File: src/rtl/ws2812_frame_arbiter_pkg.sv
// Shared types and defaults for the WS2812 frame arbiter.
// Optional WS2812_BRIGHTNESS_EN adds a per-channel brightness shift.
package ws2812_frame_arbiter_pkg;

    localparam int BITS_PER_LED     = 24;
    localparam int DEF_CLK_MHZ      = 12;
    localparam int DEF_BIT_CYCLES   = 15;
    localparam int DEF_LATCH_CYCLES = DEF_CLK_MHZ * 60;
    localparam int DEF_KICK_CYCLES  = 2;

    typedef enum logic [2:0] {
        ST_IDLE  = 3'd0,
        ST_LOAD  = 3'd1,
        ST_KICK  = 3'd2,
        ST_SHIFT = 3'd3,
        ST_DONE  = 3'd4
    } state_t;

    function automatic logic [7:0] dim8(
        input logic [7:0] c,
        input logic [2:0] s
    );
        return c >> s;
    endfunction

endpackage

File: src/rtl/ws2812_frame_arbiter_if.sv
// Source/driver bundle of the WS2812 frame arbiter.
// BRIGHTNESS exists only when WS2812_BRIGHTNESS_EN is defined.
interface ws2812_frame_arbiter_if #(
    parameter int NUM_LEDS = 16
);
    localparam int W = 24 * NUM_LEDS;

    logic [1:0]   REQ;
    logic [W-1:0] RGB0;
    logic [W-1:0] RGB1;
    logic [1:0]   ACK;
    logic         DONE;
    logic         BUSY;
    logic         DRV_RESET;
    logic [W-1:0] DRV_RGB;
`ifdef WS2812_BRIGHTNESS_EN
    logic [2:0]   BRIGHTNESS;

    modport master (
        output REQ, RGB0, RGB1, BRIGHTNESS,
        input  ACK, DONE, BUSY, DRV_RESET, DRV_RGB
    );
    modport slave (
        input  REQ, RGB0, RGB1, BRIGHTNESS,
        output ACK, DONE, BUSY, DRV_RESET, DRV_RGB
    );
`else
    modport master (
        output REQ, RGB0, RGB1,
        input  ACK, DONE, BUSY, DRV_RESET, DRV_RGB
    );
    modport slave (
        input  REQ, RGB0, RGB1,
        output ACK, DONE, BUSY, DRV_RESET, DRV_RGB
    );
`endif
endinterface

File: src/rtl/ws2812_frame_arbiter_rr_arb2.sv
// Two-way round-robin pick: contention goes to the source
// that did not win last time.
module rr_arb2 (
    input  logic [1:0] req,
    input  logic       last,
    output logic [1:0] grant,
    output logic       valid
);
    always_comb begin
        grant = 2'b00;
        unique case (1'b1)
            (req == 2'b11): grant = last ? 2'b01 : 2'b10;
            (req == 2'b01): grant = 2'b01;
            (req == 2'b10): grant = 2'b10;
            default:        grant = 2'b00;
        endcase
    end

    assign valid = |req;
endmodule

File: src/rtl/ws2812_frame_arbiter.sv
// Shares one WS2812 driver between two frame sources.
// Define WS2812_BRIGHTNESS_EN to enable the BRIGHTNESS shift.
module ws2812_frame_arbiter
    import ws2812_frame_arbiter_pkg::*;
#(
    parameter int NUM_LEDS     = 16,
    parameter int CLK_MHZ      = DEF_CLK_MHZ,
    parameter int BIT_CYCLES   = DEF_BIT_CYCLES,
    parameter int LATCH_CYCLES = CLK_MHZ * 60,
    parameter int KICK_CYCLES  = DEF_KICK_CYCLES
) (
    input logic CLK,
    input logic RESET_N,
    ws2812_frame_arbiter_if.slave bus
);
    localparam int W  = BITS_PER_LED * NUM_LEDS;
    localparam int FRAME_CYCLES =
        NUM_LEDS * BITS_PER_LED * BIT_CYCLES + LATCH_CYCLES;
    localparam int CW = $clog2(FRAME_CYCLES + 1);
    localparam int KW = $clog2(KICK_CYCLES + 1);

    state_t         state_q, state_d;
    logic           sel_q;
    logic           last_q;
    logic [CW-1:0]  cnt_q;
    logic [KW-1:0]  kick_q;
    logic [W-1:0]   rgb_q;
    logic           drv_rst_q;
    logic [1:0]     grant;
    logic           gvalid;
    logic [W-1:0]   pick;
    logic [W-1:0]   load_rgb;

    rr_arb2 u_arb (
        .req   (bus.REQ),
        .last  (last_q),
        .grant (grant),
        .valid (gvalid)
    );

    assign pick = sel_q ? bus.RGB1 : bus.RGB0;

    always_comb begin
        load_rgb = pick;
`ifdef WS2812_BRIGHTNESS_EN
        for (int i = 0; i < NUM_LEDS * 3; i++) begin
            load_rgb[i*8 +: 8] = dim8(pick[i*8 +: 8], bus.BRIGHTNESS);
        end
`endif
    end

    always_comb begin
        state_d = state_q;
        unique case (state_q)
            ST_IDLE:  if (gvalid) state_d = ST_LOAD;
            ST_LOAD:  state_d = ST_KICK;
            ST_KICK:  if (kick_q == '0) state_d = ST_SHIFT;
            ST_SHIFT: if (cnt_q == '0) state_d = ST_DONE;
            ST_DONE:  state_d = ST_IDLE;
            default:  state_d = ST_IDLE;
        endcase
    end

    always_ff @(posedge CLK or negedge RESET_N) begin
        if (!RESET_N) begin
            state_q   <= ST_IDLE;
            sel_q     <= 1'b0;
            last_q    <= 1'b1;
            cnt_q     <= '0;
            kick_q    <= '0;
            rgb_q     <= '0;
            drv_rst_q <= 1'b1;
        end else begin
            state_q   <= state_d;
            // Registered from next state so the pulse spans KICK exactly
            drv_rst_q <= (state_d == ST_KICK);
            if (state_q == ST_IDLE && gvalid) begin
                sel_q <= grant[1];
            end
            if (state_q == ST_LOAD) begin
                rgb_q  <= load_rgb;
                last_q <= sel_q;
                kick_q <= KW'(KICK_CYCLES - 1);
            end
            if (state_q == ST_KICK) begin
                if (kick_q == '0) begin
                    cnt_q <= CW'(FRAME_CYCLES - 1);
                end else begin
                    kick_q <= kick_q - 1'b1;
                end
            end
            if (state_q == ST_SHIFT && cnt_q != '0) begin
                cnt_q <= cnt_q - 1'b1;
            end
        end
    end

    assign bus.ACK       = (state_q == ST_LOAD) ?
                           (sel_q ? 2'b10 : 2'b01) : 2'b00;
    assign bus.DONE      = (state_q == ST_DONE);
    assign bus.BUSY      = (state_q != ST_IDLE);
    assign bus.DRV_RESET = drv_rst_q;
    assign bus.DRV_RGB   = rgb_q;
endmodule

File: src/flat_wrapper.sv
// flat-port wrapper written by rule: the top's interface ports become plain ports
module ws2812_frame_arbiter_flat import ws2812_frame_arbiter_pkg::*;
#(
    parameter int NUM_LEDS     = 16,
    parameter int CLK_MHZ      = DEF_CLK_MHZ,
    parameter int BIT_CYCLES   = DEF_BIT_CYCLES,
    parameter int LATCH_CYCLES = CLK_MHZ * 60,
    parameter int KICK_CYCLES  = DEF_KICK_CYCLES
)
  (CLK, RESET_N, bus_REQ, bus_RGB0, bus_RGB1, bus_ACK, bus_DONE, bus_BUSY, bus_DRV_RESET, bus_DRV_RGB);
  ws2812_frame_arbiter_if #(.NUM_LEDS(NUM_LEDS)) bus_i ();
  input logic CLK;
  input logic RESET_N;
  input wire logic [$bits(bus_i.REQ)-1:0] bus_REQ;
  input wire logic [$bits(bus_i.RGB0)-1:0] bus_RGB0;
  input wire logic [$bits(bus_i.RGB1)-1:0] bus_RGB1;
  output wire logic [$bits(bus_i.ACK)-1:0] bus_ACK;
  output wire logic [$bits(bus_i.DONE)-1:0] bus_DONE;
  output wire logic [$bits(bus_i.BUSY)-1:0] bus_BUSY;
  output wire logic [$bits(bus_i.DRV_RESET)-1:0] bus_DRV_RESET;
  output wire logic [$bits(bus_i.DRV_RGB)-1:0] bus_DRV_RGB;
  assign bus_i.REQ = bus_REQ;
  assign bus_i.RGB0 = bus_RGB0;
  assign bus_i.RGB1 = bus_RGB1;
  assign bus_ACK = bus_i.ACK;
  assign bus_DONE = bus_i.DONE;
  assign bus_BUSY = bus_i.BUSY;
  assign bus_DRV_RESET = bus_i.DRV_RESET;
  assign bus_DRV_RGB = bus_i.DRV_RGB;
  ws2812_frame_arbiter #(.NUM_LEDS(NUM_LEDS), .CLK_MHZ(CLK_MHZ), .BIT_CYCLES(BIT_CYCLES), .LATCH_CYCLES(LATCH_CYCLES), .KICK_CYCLES(KICK_CYCLES)) u_core (.CLK(CLK), .RESET_N(RESET_N), .bus(bus_i));
endmodule
File: config.mk
export PLATFORM = sky130hd
export DESIGN_NAME = ws2812_frame_arbiter_flat
export DESIGN_NICKNAME = d
export VERILOG_FILES = /design/src/rtl/ws2812_frame_arbiter_pkg.sv /design/src/rtl/ws2812_frame_arbiter_if.sv /design/src/rtl/ws2812_frame_arbiter_rr_arb2.sv /design/src/rtl/ws2812_frame_arbiter.sv /design/src/flat_wrapper.sv
export SDC_FILE = /design/constraint.sdc
export NUM_CORES = 1
export LEC_CHECK = 0
export ABC_AREA = 1
export ABC_CLOCK_PERIOD_IN_PS = 2700
export BUFFER_PORTS_ARGS = -buffer_cell sky130_fd_sc_hd__buf_2
export CAP_MARGIN = 20
export CORE_AREA = 2 2 450 452
export DETAILED_ROUTE_END_ITERATION = 8
export DIE_AREA = 0 0 452 454
export GPL_ROUTABILITY_DRIVEN = 1
export GPL_TIMING_DRIVEN = 0
export SYNTH_ARGS = -nofsm -noshare
export SYNTH_HDL_FRONTEND = slang
export SYNTH_SLANG_ARGS = --single-unit
export TNS_END_PERCENT = 10
File: constraint.sdc
create_clock -name CLK -period 2.7 [get_ports CLK]
set_input_delay 0.81 -clock CLK [delete_from_list [all_inputs] [get_ports CLK]]
set_output_delay 0.81 -clock CLK [all_outputs]
set_load 0.01 [all_outputs]
==> results.py <==
metrics = {
    "critical_path": {
        "critPathCaptureType": "primary output",
        "critPathMaxFanout": 2,
        "arrival_ns": 2.10,
        "reg2reg_to": "u_core.bus.DRV_RGB[192]$_DFFE_PN0P_",
        "r2r_slack_ns": -0.02,
        "critPathRequiredTime_ns": 1.89,
        "rr_startpoint": "u_core.state_q[2]$_DFF_PN0_",
        "critPathLaunchType": "flip-flop",
        "crit_type": "flip-flop to primary output",
        "ff2ff_path_depth": 10,
    },
    "sta": {
        "period_share_pct": 108,
        "rsz0062_at_grt": "true",
        "finalHoldViolCount": 0,
        "fin_skew_ns": 0.0589,
        "tightest_slew_ns": 0.914,
        "setup_ws_ns": -0.211,
        "setup_viol": 3,
        "slew_viol_final": 0,
        "relSlewSlack_pct": 39.1,
        "fmax_ghz": 0.344,
        "fin_crit_ns": 2.91,
    },
    "cts": {
        "path_clk_slew_ns": 0.06,
        "hold_buffers": 0,
        "cts.sinks": 405,
        "cts.htree.levels": 2,
        "numCtsBuffers": 57,
        "cts_tree": "built",
        "cts_root_buf": "clkbuf_16",
        "clock_path_buffers": 3,
        "worstSkewPairLatency_ns": 0.75,
    },
    "place": {
        "hpwl_um": 156000,
        "gp_congestion": 1.00,
        "portBuffers": 1160,
        "dpl_cell_area_mm2": 0.0268,
        "numPlacedInstances": 6041,
    },
    "power_and_ir_drop": {
        "worst_ir_drop_vdd_mv": 0.483,
        "p_total_mw": 17.4,
        "p_leak_nw": 14.4,
        "p_per_area_mw_per_mm2": 586,
    },
    "yosys": {
        "ys_warn_count": 0,
        "syn_area_per_cell_um2": 7.96,
        "synth_area_leaders": "dfrtp_1 (57%), nand2_1 (26%), nand3_1 (11%)",
        "synth_most_common_cell": "nand2_1",
        "synth_ff_type": "dfrtp_1",
        "mappedNetlistArea_mm2": 0.0175,
        "synth_edf_count": 0,
        "yosysSeqAreaShare_pct": 57.8,
        "yosysTopAreaCellShare_pct": 57.5,
        "syn_nets": 2976,
        "yosysTopAreaCell": "dfrtp_1",
        "synth_common_cells": "nand2_1 (1199), dfrtp_1 (403), nand3_1 (399), clkbuf_1 (77), buf_2 (39)",
        "synth_cells": 2203,
        "synth_cell_types": 23,
        "ys_seq_elements": 405,
        "async_flop_share_pct": 100,
    },
    "drt": {
        "drt_iter0_markers": 2389,
        "drc": 0,
        "first_pass_iters": 5,
        "totalWireLength_um": 181000,
        "via_per_inst": 3.59,
        "antenna_left": 0,
        "num_vias": 22600,
        "wl_per_cell_um": 28.9,
    },
    "global_route": {
        "grt_pass1_vias": 20700,
        "antenna_found_initial": 195,
        "grt_pass1_wl_um": 222000,
        "grt_overflow": 0,
        "grt_max_degree": 107,
        "grt_util_all_layers_pct": 16.8,
    },
    "floorplanning": {
        "ios": 1161,
        "start_util_pct": 8.73,
        "dieArea_mm2": 0.205,
        "core_region_area_mm2": 0.201,
        "core.rowCount": 165,
        "die-height_um": 454,
        "die_w_um": 452,
    },
    "cells_and_area": {
        "area.growth.synth_to_final_pct": 68.9,
        "final_cells": 6280,
        "finalInstanceArea_mm2": 0.0296,
        "drive_gt1_share_pct": 39.2,
        "fin_nets": 4217,
    },
    "min_path": {
        "hp-class": "input pin to asynchronous set/reset pin",
    },
    "outcome": {
        "outcome": "complete, but fails checks",
        "violations": "negative setup slack",
    },
    "job": {
        "max_cap_violations": 0,
    },
}
## report_power, final
| part | internal [mW] | total, mW | switching, mW | leakage (nW) |
|---|---|---|---|---|
| logic | 0.766 | 1.76 | 0.991 | 8.61 |
| registers | 6.36 | 6.58 | 0.219 | 4.72 |
| clock network | 5.35 | 9.01 | 3.66 | 1.08 |
## final cells by class
cell class | instances | area (um^2)
multi-input cells | 1646 | 6780
diodes | 115 | 288
well taps | 2672 | 3340
repair buffers | 1183 | 6100
clock inverters | 31 | 528
plain buffers | 127 | 642
fillers | 23200 | 171000
clock buffers | 77 | 1670
inverters | 24 | 140
flip-flops and latches | 405 | 10100
## through the flow
stage	hold WS (ns)	TNS (ns)	util (%)	worst slack, ns
floorplan	0.444	0	-	0.668
global placement	0.454	-3632.29	13.3	-9.14
detailed placement	0.455	-49.47	13.4	-0.575
CTS	0.00363	-0.705	14.6	-0.328
global route	0.0440	-0.923	14.7	-0.269
finish	0.0199	-0.401	14.8	-0.211
## kinds of logic (layout without fill, tap and decap cells)
family,Yosys count,after routing,share of synthesized area (%)
flip-flops,405,405,57.8
AND/OR/NAND/NOR,1624,1624,37.7
other,0,115,0
adder cells (fa/ha/maj),1,1,0.0713
XOR/XNOR,2,2,0.0999
buffers and inverters,152,1442,3.70
AO/OA/AOI/OAI,19,19,0.592
## worst max-delay path by stage
stage                                start                             endpoint  slack, ns  cells past startpoint
2_1_floorplan  u_core.state_q[1]$_DFF_PN0_                           bus_ACK[0]       0.67                      5
4_1_cts        u_core.state_q[0]$_DFF_PN0_                           bus_ACK[0]      -0.33                      6
3_3_place_gp                       RESET_N  u_core.bus.DRV_RGB[198]$_DFFE_PN0P_      -9.14                      1
6_report       u_core.state_q[2]$_DFF_PN0_                           bus_ACK[0]      -0.21                      5
5_1_grt        u_core.state_q[2]$_DFF_PN0_                           bus_ACK[0]      -0.27                      5
3_5_place_dp   u_core.state_q[1]$_DFF_PN0_                           bus_ACK[1]      -0.58                      5
## metal layers
metal	part of all wire, %	vias to the layer above	routed length (um)	track usage (%)
li1	-	9620	-	-
met2	49	1424	88100	28.9
met5	0.24	-	435	0.606
met3	9.8	439	17700	6.01
met1	35	11000	63400	18.1
met4	6.5	66	11700	8.50
## critical path, cell delays in order, from the launching register on
cell and delay (ns):
dfrtp_1 0.44, nor3_4 0.27, bufinv_16 0.20, or2_4 0.27, inv_16 0.11, buf_6 0.11
## registers in the layout, indices dropped and copies added (netlist names)
name and cells:
u_core.kick_q 2, u_core.state_q 3, u_core.bus.DRV_RESET 1, u_core.sel_q 1
u_core.cnt_q 13, u_core.bus.DRV_RGB 384, u_core.last_q 1
## timing repair
item | 4_1_cts | 5_1_grt
endpoints found under the setup margin | 166 | 115
resized for setup | 54 | 18
buffers inserted | 12 | 5
pin swaps | 1 | 2
hold endpoints to repair | 0 | 0
## cell usage in the layout (no fill, tap or decap), types with 11 or more instances in the layout
cell type | synthesis | routed
nand2_1 | 1199 | 1190
buf_2 | 39 | 1184
dfrtp_1 | 403 | 403
nand3_1 | 399 | 399
diode_2 | 0 | 115
clkbuf_1 | 77 | 62
clkbuf_16 | 0 | 58
buf_4 | 8 | 31
inv_1 | 20 | 20
nor2_1 | 19 | 19
clkbuf_2 | 0 | 17
clkbuf_8 | 0 | 17
o21ai_0 | 12 | 12
bufinv_16 | 0 | 11
Note: power is estimated with default switching activity, not from simulation.
